## src/rtl/io_retire_sequencer.sv

```systemverilog
// io_retire_sequencer: in-order queue of IO ops that waits for each head op to
// commit, checks its privilege, fires it at the IO unit and reports completion
// or a privilege fault back to the ROB.

package io_retire_pkg;
   // Op spec carried alongside each queued IO op.
   typedef struct packed {
      logic [1:0] kind;
      logic [5:0] port;
   } op_t;
endpackage

// Handshake: an op is enqueued on a rising clk edge when enq_valid_i && enq_ready_o;
// enq_ready_o depends only on registered occupancy and flush_i, never on a pop
// happening in the same cycle.
module io_retire_sequencer
   import io_retire_pkg::*;
#(
   parameter int DEPTH = 4,
   parameter int TAG_W = 5
) (
   input  logic                       clk,
   input  logic                       rst,
   input  logic                       enq_valid_i,
   output logic                       enq_ready_o,
   input  logic [TAG_W-1:0]           enq_tag_i,
   input  op_t                        enq_op_i,
   input  logic                       enq_cpl_i,
   input  logic                       commit_valid_i,
   input  logic [TAG_W-1:0]           commit_tag_i,
   input  logic                       flush_i,
   output logic                       io_retire_o,
   output op_t                        io_op_o,
   output logic                       io_cpl_o,
   input  logic                       io_done_i,
   output logic                       done_valid_o,
   output logic [TAG_W-1:0]           done_tag_o,
   output logic                       fault_o,
   output logic [$clog2(DEPTH):0]     count_o
);

   localparam int PW = $clog2(DEPTH);
   localparam int CW = PW + 1;

   typedef enum logic [2:0] {
      S_IDLE,
      S_WAIT_COMMIT,
      S_ISSUE,
      S_WAIT_DONE,
      S_REPORT,
      S_FAULT
   } state_t;

   state_t            state_q, state_d;
   logic [PW-1:0]     head_q, head_d;
   logic [PW-1:0]     tail_q, tail_d;
   logic [CW-1:0]     count_q, count_d;

   // Entry storage is not reset: every read is qualified by count_q != 0.
   logic [TAG_W-1:0]  tag_mem_q [DEPTH];
   op_t               op_mem_q  [DEPTH];
   logic              cpl_mem_q [DEPTH];

   logic              enq_ready;
   logic              enq_fire;
   logic              pop;
   logic              head_valid;
   logic [TAG_W-1:0]  head_tag;
   logic              head_cpl;
   logic              speculative_state;

   assign enq_ready  = rst && (count_q != CW'(DEPTH)) && !flush_i;
   assign enq_fire   = enq_valid_i && enq_ready;
   assign pop        = (state_q == S_REPORT) || (state_q == S_FAULT);
   assign head_valid = (count_q != '0);
   assign head_tag   = tag_mem_q[head_q];
   assign head_cpl   = cpl_mem_q[head_q];
   // In IDLE/WAIT_COMMIT nothing has been sent to the IO unit, so a flush may
   // drop the whole queue; later states own an in-flight head that must survive.
   assign speculative_state = (state_q == S_IDLE) || (state_q == S_WAIT_COMMIT);

   // Retire sequencing for the head entry.
   always_comb begin
      state_d = state_q;
      unique case (state_q)
         S_IDLE: begin
            if (!flush_i && head_valid) state_d = S_WAIT_COMMIT;
         end
         S_WAIT_COMMIT: begin
            if (flush_i) begin
               state_d = S_IDLE;
            end else if (commit_valid_i && (commit_tag_i == head_tag)) begin
               state_d = head_cpl ? S_ISSUE : S_FAULT;
            end
         end
         S_ISSUE:     state_d = S_WAIT_DONE;
         S_WAIT_DONE: begin
            if (io_done_i) state_d = S_REPORT;
         end
         S_REPORT:    state_d = S_IDLE;
         S_FAULT:     state_d = S_IDLE;
         default:     state_d = S_IDLE;
      endcase
   end

   // Pointer and occupancy update, including the two flavours of flush.
   always_comb begin
      head_d  = head_q;
      tail_d  = tail_q;
      count_d = count_q;
      if (flush_i) begin
         if (speculative_state) begin
            tail_d  = head_q;
            count_d = '0;
         end else if (pop) begin
            head_d  = head_q + PW'(1);
            tail_d  = head_q + PW'(1);
            count_d = '0;
         end else begin
            tail_d  = head_q + PW'(1);
            count_d = CW'(1);
         end
      end else begin
         if (enq_fire) tail_d = tail_q + PW'(1);
         if (pop)      head_d = head_q + PW'(1);
         unique case ({enq_fire, pop})
            2'b10:   count_d = count_q + CW'(1);
            2'b01:   count_d = count_q - CW'(1);
            default: count_d = count_q;
         endcase
      end
   end

   // Control state registers with synchronous active-low reset.
   always_ff @(posedge clk) begin
      if (!rst) begin
         state_q <= S_IDLE;
         head_q  <= '0;
         tail_q  <= '0;
         count_q <= '0;
      end else begin
         state_q <= state_d;
         head_q  <= head_d;
         tail_q  <= tail_d;
         count_q <= count_d;
      end
   end

   // Entry write at the tail on an accepted enqueue.
   always_ff @(posedge clk) begin
      if (enq_fire) begin
         tag_mem_q[tail_q] <= enq_tag_i;
         op_mem_q[tail_q]  <= enq_op_i;
         cpl_mem_q[tail_q] <= enq_cpl_i;
      end
   end

   // Outputs are forced low while rst is asserted, even before the first edge.
   assign enq_ready_o  = enq_ready;
   assign io_retire_o  = rst && (state_q == S_ISSUE);
   assign done_valid_o = rst && pop;
   assign fault_o      = rst && (state_q == S_FAULT);
   assign done_tag_o   = (rst && head_valid) ? head_tag : '0;
   assign io_op_o      = (rst && head_valid) ? op_mem_q[head_q] : '0;
   assign io_cpl_o     = rst && head_valid && head_cpl;
   assign count_o      = rst ? count_q : '0;

endmodule
```

## config.mk

```make
export PLATFORM = sky130hd
export DESIGN_NAME = io_retire_sequencer
export DESIGN_NICKNAME = d
export VERILOG_FILES = /design/src/rtl/io_retire_sequencer.sv
export SDC_FILE = /design/constraint.sdc
export NUM_CORES = 1
export LEC_CHECK = 0
export ABC_AREA = 1
export BUFFER_PORTS_ARGS = -buffer_cell sky130_fd_sc_hd__buf_2
export CAP_MARGIN = 25
export CORE_MARGIN = 4
export CORE_UTILIZATION = 56
export CTS_BUF_LIST = sky130_fd_sc_hd__clkbuf_16
export CTS_CLUSTER_DIAMETER = 200
export DETAILED_ROUTE_END_ITERATION = 8
export PLACE_DENSITY = 0.8
export SLEW_MARGIN = 25
export SYNTH_ARGS = -nofsm -noshare
export SYNTH_HDL_FRONTEND = slang
export SYNTH_SLANG_ARGS = --single-unit
```

## constraint.sdc

```tcl
create_clock -name clk -period 2.4 [get_ports clk]
set_clock_uncertainty 0.2 [all_clocks]
set_input_delay 0.48 -clock clk [delete_from_list [all_inputs] [get_ports clk]]
set_output_delay 0.48 -clock clk [all_outputs]
set_load 0.03 [all_outputs]
```

==> results.ini, run 1 <==
[critical_path]
path_cells = nor2_1, nand2_1, nand2_1, buf_4, and3b_2, buf_2
ff2ff_path_depth = 11
worst-path-stages = 6
critPathArrivalTime_ps = 1580
crit_top_cell = nand2_1
end_kind = output port
max_stage_delay_ps = 350
timing.rr.end = count_q[2]$_SDFFE_PN0P_
cp.required_ps = 1720
worstSetupPathType = register to output port
cpMaxStageDelayCell = dfxtp_2
start_kind = register
reg2reg_from = count_q[2]$_SDFFE_PN0P_
worst-path-buf-inv = 2
crit_family = simple AND/OR/NAND/NOR gates
cp_max_fo = 14
rrSetupSlack_ps = 390

[final_layout]
instances_no_fill = 439
n_antenna_cell = 0
nFillCells = 359
fin_util_pct = 71.7
areaGrowthSynthToFinish_pct = 21.8
drive_gt1_share_pct = 25.2
nets = 394

[floorplanning]
io_pins = 46
coreArea_um2 = 5240
die-height_um = 82.2
start_util_pct = 58.9
die_area_um2 = 6760
die_w_um = 82.2
rows = 26

[placed_design]
port_buffers = 45
place_congestion = 0.853
hpwlAfterDp_um = 4140
placed_cells = 423

[sta]
grt_setup_unrepaired = false
worstMarginPinSlew_ps = 293
relSlewSlack_pct = 80.4
setup_viol = 0
finalHoldViolCount = 0
timing.final.max_slew_violations = 0
period_share_pct = 94.2
fmax_mhz = 442
min_period_ps = 2260
fin_setup_tns_ps = 0

[cts]
cts.sinks = 68
cts_buffer_depth = 2
clock_latency_ps = 320
cts_root_buf = clkbuf_16
clkSlewWorstSetupHoldPaths_ps = 60
cts_made_buffers = 9
cts_setup_buffers = 0
cts_tree = yes
htree_levels = 3

[yosys]
yosys.area.top_type_share_pct = 54.5
synth_fp_nets = 335
synthTopCellsByCount = edfxtp_1, nor2_1, nand2_1, inv_1, nand3_1
synth_seq_cells = 68
synth_top_area_cell = edfxtp_1
syn_area_um2 = 3080
ys_warn_count = 0
synth-async-reset-ratio_pct = 0
yosysSeqAreaShare_pct = 62.3
yosys-top-cells-area = edfxtp_1, dfxtp_1, nor2_1
synthCells = 305
syn_avg_cell_area_um2 = 10.1
synth_cell_type_count = 29
ys.flop_type = edfxtp_1
synth_edf_count = 56

[detailed_routing]
viasPerCell = 5.16
num_vias = 2265
wl_per_cell_um = 14.5
drc = 0
dr.pass1.iters = 4
drt_iter0_markers = 113
postRouteAntennaNets = 0
wirelength_um = 6380

[flow_run]
max_cap_violations = 0

[global_route]
antenna_found_initial = 0
grtUsageTotal_pct = 20.7
grt_start_max_net_pins = 29
grt_pass1_vias = 2185
grt_pass1_wl_um = 10200
overflow = 0

[pwr]
power_density_nw_per_um2 = 858
ir_worst_vdd_uv = 502
p_leak_nw = 1.59

[worst_hold_path]
hold_class = input pin to register
whs_path_depth = 1
min_from = enq_op_i[2]
hold_path_end = op_mem_q[0][2]$_DFFE_PP_

[run_status]
status = finished, final reports clean

worst reg2reg max path, stage by stage (launching register included):
cell and delay [ps]:
dfxtp_1 330, inv_1 110, nor3_2 60, nor2_1 110
nand3_2 90, nand2_2 110, inv_1 60, fa_1 380
xnor2_1 180, xor2_1 160, inv_1 50, o22ai_1 100
timing repair:
| action | in CTS | in global routing |
|---|---|---|
| hold buffers | 0 | 0 |
| resized for setup | 0 | 5 |
| endpoints found under the setup margin | 0 | 9 |
| hold endpoints to repair | 0 | 0 |
per-stage QoR:
step / power [W] / area, um^2 / hold WS [ps] / setup WS [ps]
final: 0.00322 / 3760 / 173 / 138
after global routing: 0.00336 / 3760 / 164 / 34.1
after CTS: 0.00324 / 3750 / 167 / 66.7
after detailed placement: 0.00176 / 3410 / 336 / 140
after global placement: 0.00175 / 3410 / 328 / 229
after floorplan: 0.00165 / 3080 / 302 / 189
worst max-delay path by stage:
stage	end	start
2_1_floorplan	count_q[2]$_SDFFE_PN0P_	rst
3_3_place_gp	count_q[2]$_SDFFE_PN0P_	rst
3_5_place_dp	count_q[2]$_SDFFE_PN0P_	rst
4_1_cts	io_op_o[1]	register
5_1_grt	done_tag_o[1]	count_q[0]$_SDFFE_PN0P_
6_report	done_tag_o[1]	count_q[0]$_SDFFE_PN0P_
per-layer routing:
metal / up-vias / share of wire [%] / track usage (%) / routed length [um]
li1: 1140 / - / - / -
met1: 1050 / 44 / 25.3 / 2780
met4: 0 / 1.3 / 7.31 / 85
met3: 9 / 4.9 / 4.99 / 314
met2: 66 / 50 / 35.5 / 3200
met5: - / 0 / 0 / 0
cell type report:
type	instances	area, um^2	area share, %
Sequential cell	68	1930	51.2
Multi-Input combinational cell	197	970	25.8
Timing Repair Buffer	57	315	8.39
Clock buffer	9	225	5.99
Inverter	31	119	3.16
Clock inverter	7	115	3.06
Tap cell	70	87.6	2.33
cell usage in the layout (no fill, tap or decap), drive strengths merged:
master / instances
ha: 4
nor3: 5
dfxtp: 12
nand3b: 2
edfxtp: 56
xnor2: 1
clkbuf: 9
o21ai: 21
nor2: 58
fa: 1
clkinvlp: 1
nand3: 27
o22ai: 2
clkinv: 3
xor2: 2
buf: 57
a21oi: 15
nand2: 56
bufinv: 3
and3b: 1
inv: 31
a31oi: 2
logic make-up after synthesis:
| kind of cell | share of synthesized area [%] |
|---|---|
| flops | 62.3 |
| buf+inv | 6.25 |
| fa+ha+maj | 2.27 |
| compound gates | 6.65 |
| xor+xnor | 0.852 |
| simple gates | 21.7 |
sequential cells by signal, summed over array words and instances (netlist names), named ones only:
register and flops:
tag_mem_q 20, tail_q 2, op_mem_q 32, head_q 2, count_q 3, cpl_mem_q 4
state_q 3
report_power, final:
part	internal, W	leakage (nW)	switching (W)
clock network	0.00101	0.163	0.000469
registers	0.00132	0.605	0.0000373
logic	0.000131	0.826	0.000256
Note: power is estimated with default switching activity, not from simulation.
==> inputs of run 2 (changes only) <==
==> constraint.sdc (replaced) <==
create_clock -name clk -period 2.3 [get_ports clk]
set_clock_uncertainty 0.2 [all_clocks]
set_input_delay 0.46 -clock clk [delete_from_list [all_inputs] [get_ports clk]]
set_output_delay 0.46 -clock clk [all_outputs]
set_load 0.03 [all_outputs]
==> results.ini, run 2 (synthesis gave the netlist of run 1 again) <==
[run_status]
status = finished, final reports clean

[pwr]
p_leak_nw = 1.58
power_density_nw_per_um2 = 837
ir_worst_vdd_uv = 694

[detailed_routing]
drc = 0
num_vias = 2318
wirelength_um = 6360
drt_iter0_markers = 145
dr.pass1.iters = 4
viasPerCell = 5.28
postRouteAntennaNets = 0
wl_per_cell_um = 14.5

[final_layout]
reg_top3 = op_mem_q (32), tag_mem_q (20), cpl_mem_q (4)
design_area_um2 = 3720
layout_common_cells = edfxtp_1, nor2_1, nand2_1
layout_commonest_cell = edfxtp_1
fin_util_pct = 71.0
nets = 395
n_antenna_cell = 0
areaGrowthSynthToFinish_pct = 20.6
drive_gt1_share_pct = 25.5
largest_reg_flops = 32
regMostFlops = op_mem_q

[sta]
setup_viol = 0
finalHoldViolCount = 0
min_period_ps = 2210
grt_setup_unrepaired = false
relSlewSlack_pct = 79.4
fmax_mhz = 452
fin_setup_tns_ps = 0
timing.final.max_slew_violations = 0
worstMarginPinSlew_ps = 308
period_share_pct = 96.1

[critical_path]
path_cells = nor2_1, nand2_1, nand2_1, buf_6, and3b_2, buf_2
cpMaxStageDelayCell = dfxtp_2
crit_family = simple AND/OR/NAND/NOR gates
max_stage_delay_ps = 360
worst-path-buf-inv = 2
start_kind = register
critPathArrivalTime_ps = 1550
cp_max_fo = 14
ff2ff_path_depth = 11
end_kind = output port
worstSetupPathType = register to output port
crit_top_cell = nand2_1
worst-path-stages = 6
cp.required_ps = 1640

[floorplanning]
coreArea_um2 = 5240
die_w_um = 82.2
die_area_um2 = 6760
rows = 26
start_util_pct = 58.9
die-height_um = 82.2
io_pins = 46

[global_route]
grt_pass1_vias = 2282
overflow = 0
grt_start_max_net_pins = 29
grtUsageTotal_pct = 21.0
grt_pass1_wl_um = 10500
antenna_found_initial = 0

[cts]
cts_made_buffers = 9
cts_buffer_depth = 2
cts_setup_buffers = 0
clkSlewWorstSetupHoldPaths_ps = 50
htree_levels = 3
cts_root_buf = clkbuf_16
cts_tree = yes
clock_latency_ps = 320
hold_buffers = 0
cts.sinks = 68

[worst_hold_path]
hold_class = input pin to register
whs_path_depth = 1

[placed_design]
placed_area_um2 = 3420
port_buffers = 45
place_congestion = 0.820
hpwlAfterDp_um = 4130

[flow_run]
max_cap_violations = 0

[run 2: routing by layer]
metal / vias up / global-route usage, % / wire [um]
met2: 81 / 35.2 / 3230
met3: 11 / 5.75 / 420
met1: 1082 / 25.4 / 2630
li1: 1144 / - / -
met5: - / 0 / 0
met4: 0 / 9.14 / 84
[run 2: per-stage QoR]
| stage | cells | setup WS, ps | power, W | hold WS, ps |
|---|---|---|---|---|
| global placement | 424 | 206 | 0.00182 | 325 |
| floorplan | 305 | 109 | 0.00172 | 302 |
| global route | 439 | 19.9 | 0.00326 | 145 |
| finish | 439 | 90.0 | 0.00311 | 153 |
| detailed placement | 424 | 152 | 0.00184 | 330 |
| CTS | 439 | 31.2 | 0.00313 | 146 |
[run 2: layout make-up]
| class | instances | area (um^2) |
|---|---|---|
| clock buffers | 9 | 225 |
| clock inverters | 6 | 56.3 |
| fillers | 360 | 1520 |
| inverters | 31 | 119 |
| multi-input cells | 197 | 972 |
| flip-flops and latches | 68 | 1930 |
| well taps | 70 | 87.6 |
| repair buffers | 58 | 333 |
[run 2: what timing repair did]
item,CTS,global route
gates cloned,0,0
setup endpoints to repair,1,13
endpoints found under the hold margin,0,0
pin swaps,0,1
gates resized for setup,1,9
[run 2: path summary, 6_finish.rpt]
kind | from | end | slack [ps]
max | count_q[0]$_SDFFE_PN0P_ | done_tag_o[1] | 90
min | enq_op_i[6] | op_mem_q[3][6]$_DFFE_PP_ | 150
max reg2reg | count_q[2]$_SDFFE_PN0P_ | count_q[2]$_SDFFE_PN0P_ | 190
min reg2reg | count_q[2]$_SDFFE_PN0P_ | count_q[2]$_SDFFE_PN0P_ | 350
[run 2: power by group]
part,switching [W],internal (W)
sequential,0.0000442,0.00138
combinational,0.000270,0.000139
clock,0.000461,0.000821
==> inputs of run 3 (changes only) <==
==> constraint.sdc (replaced) <==
create_clock -name clk -period 2.3 [get_ports clk]
set_clock_uncertainty 0.2 [all_clocks]
set_input_delay 0.46 -clock clk [delete_from_list [all_inputs] [get_ports clk]]
set_output_delay 0.46 -clock clk [all_outputs]
set_load 0.02 [all_outputs]
==> results.ini, run 3 (synthesis gave the netlist of run 1 again) <==
[run_status]
status = finished, final reports clean

[critical_path]
cp-startpoint = count_q[0]$_SDFFE_PN0P_
worstSetupPathType = register to output port
reg2reg_from = count_q[2]$_SDFFE_PN0P_
end_kind = output port
critPathArrivalTime_ps = 1550
cp_max_fo = 14
start_kind = register
cp.required_ps = 1640

[cts]
clkSlewWorstSetupHoldPaths_ps = 50
cts_root_buf = clkbuf_16
cts_buffer_depth = 2
htree_levels = 3
cts.sinks = 68
cts_setup_buffers = 0
cts_made_buffers = 9
clock_latency_ps = 320
cts_tree = yes

[detailed_routing]
num_vias = 2295
wl_per_cell_um = 14.4
drt_iter0_markers = 134
dr.pass1.iters = 4
drc = 0
wirelength_um = 6350
postRouteAntennaNets = 0
viasPerCell = 5.22

[global_route]
grt_pass1_wl_um = 10400
grt_pass1_vias = 2257
antenna_found_initial = 0
grt_start_max_net_pins = 29
overflow = 0
grtUsageTotal_pct = 21.1

[final_layout]
regMostFlops = op_mem_q
nets = 395
drive_gt1_share_pct = 25.4
n_antenna_cell = 0
layout_common_cells = nor2_1, edfxtp_1, nand2_1
reg_top3 = op_mem_q (32), tag_mem_q (20), cpl_mem_q (4)
largest_reg_flops = 32
design_area_um2 = 3750
areaGrowthSynthToFinish_pct = 21.5

[sta]
worstMarginPinSlew_ps = 307
finalHoldViolCount = 0
fmax_mhz = 453
setup_viol = 0
fin_setup_tns_ps = 0
min_period_ps = 2210
grt_setup_unrepaired = false
timing.final.max_slew_violations = 0
period_share_pct = 96.1
relSlewSlack_pct = 79.5

[placed_design]
port_buffers = 45
placed_area_um2 = 3420
place_congestion = 0.817
hpwlAfterDp_um = 4160

[floorplanning]
coreArea_um2 = 5240
die_w_um = 82.2
die_area_um2 = 6760
die-height_um = 82.2
rows = 26
io_pins = 46
start_util_pct = 58.9

[pwr]
p_leak_nw = 1.59
ir_worst_vdd_uv = 672
power_density_nw_per_um2 = 864

[flow_run]
max_cap_violations = 0

[worst_hold_path]
min_from = enq_tag_i[2]
hold_class = input pin to register

run 3: where the power goes:
| part | switching [W] | internal, W |
|---|---|---|
| logic | 0.000251 | 0.000139 |
| clock network | 0.000489 | 0.000943 |
| registers | 0.0000395 | 0.00138 |
| total | 0.000779 | 0.00246 |
run 3: critical path: stages (launching register included):
cell and delay, ps:
dfxtp_2 350, nor2_1 130, nand2_1 100, nand2_1 90, buf_6 180, and3b_2 220
buf_2 150
run 3: final timing paths:
path,to,slack [ps],cells after the start
max,done_tag_o[1],90,6
min reg2reg,count_q[2]$_SDFFE_PN0P_,340,2
min,tag_mem_q[3][2]$_DFFE_PP_,150,1
max reg2reg,count_q[2]$_SDFFE_PN0P_,320,11
run 3: what timing repair did:
item | in CTS | in global routing
resized for setup | 0 | 6
hold buffers | 0 | 0
setup endpoints to repair | 0 | 14
run 3: per-layer routing:
layer  part of all wire (%)  track usage [%]  up-vias
li1                       -                -     1146
met1                     42             26.0     1063
met2                     51             35.4       73
met3                    4.8             4.77       13
met4                    2.2             9.63        0
met5                      0                0        -
run 3: metrics by stage:
step,hold WS (ps),total power (W),cells,utilization [%],setup slack (ps)
6_report,152,0.00324,440,71.5,90.2
5_1_grt,146,0.00338,440,71.5,2.22
4_1_cts,143,0.00325,440,71.3,0.524
3_5_place_dp,330,0.00182,424,65.3,156
3_3_place_gp,323,0.00181,424,65.3,204
2_1_floorplan,302,0.00171,305,-,109
run 3: cell type report:
type | count | area (um^2)
Clock buffer | 9 | 225
Clock inverter | 7 | 91.3
Fill cell | 379 | 1490
Inverter | 31 | 119
Multi-Input combinational cell | 197 | 970
Sequential cell | 68 | 1920
Tap cell | 70 | 87.6
Timing Repair Buffer | 58 | 330
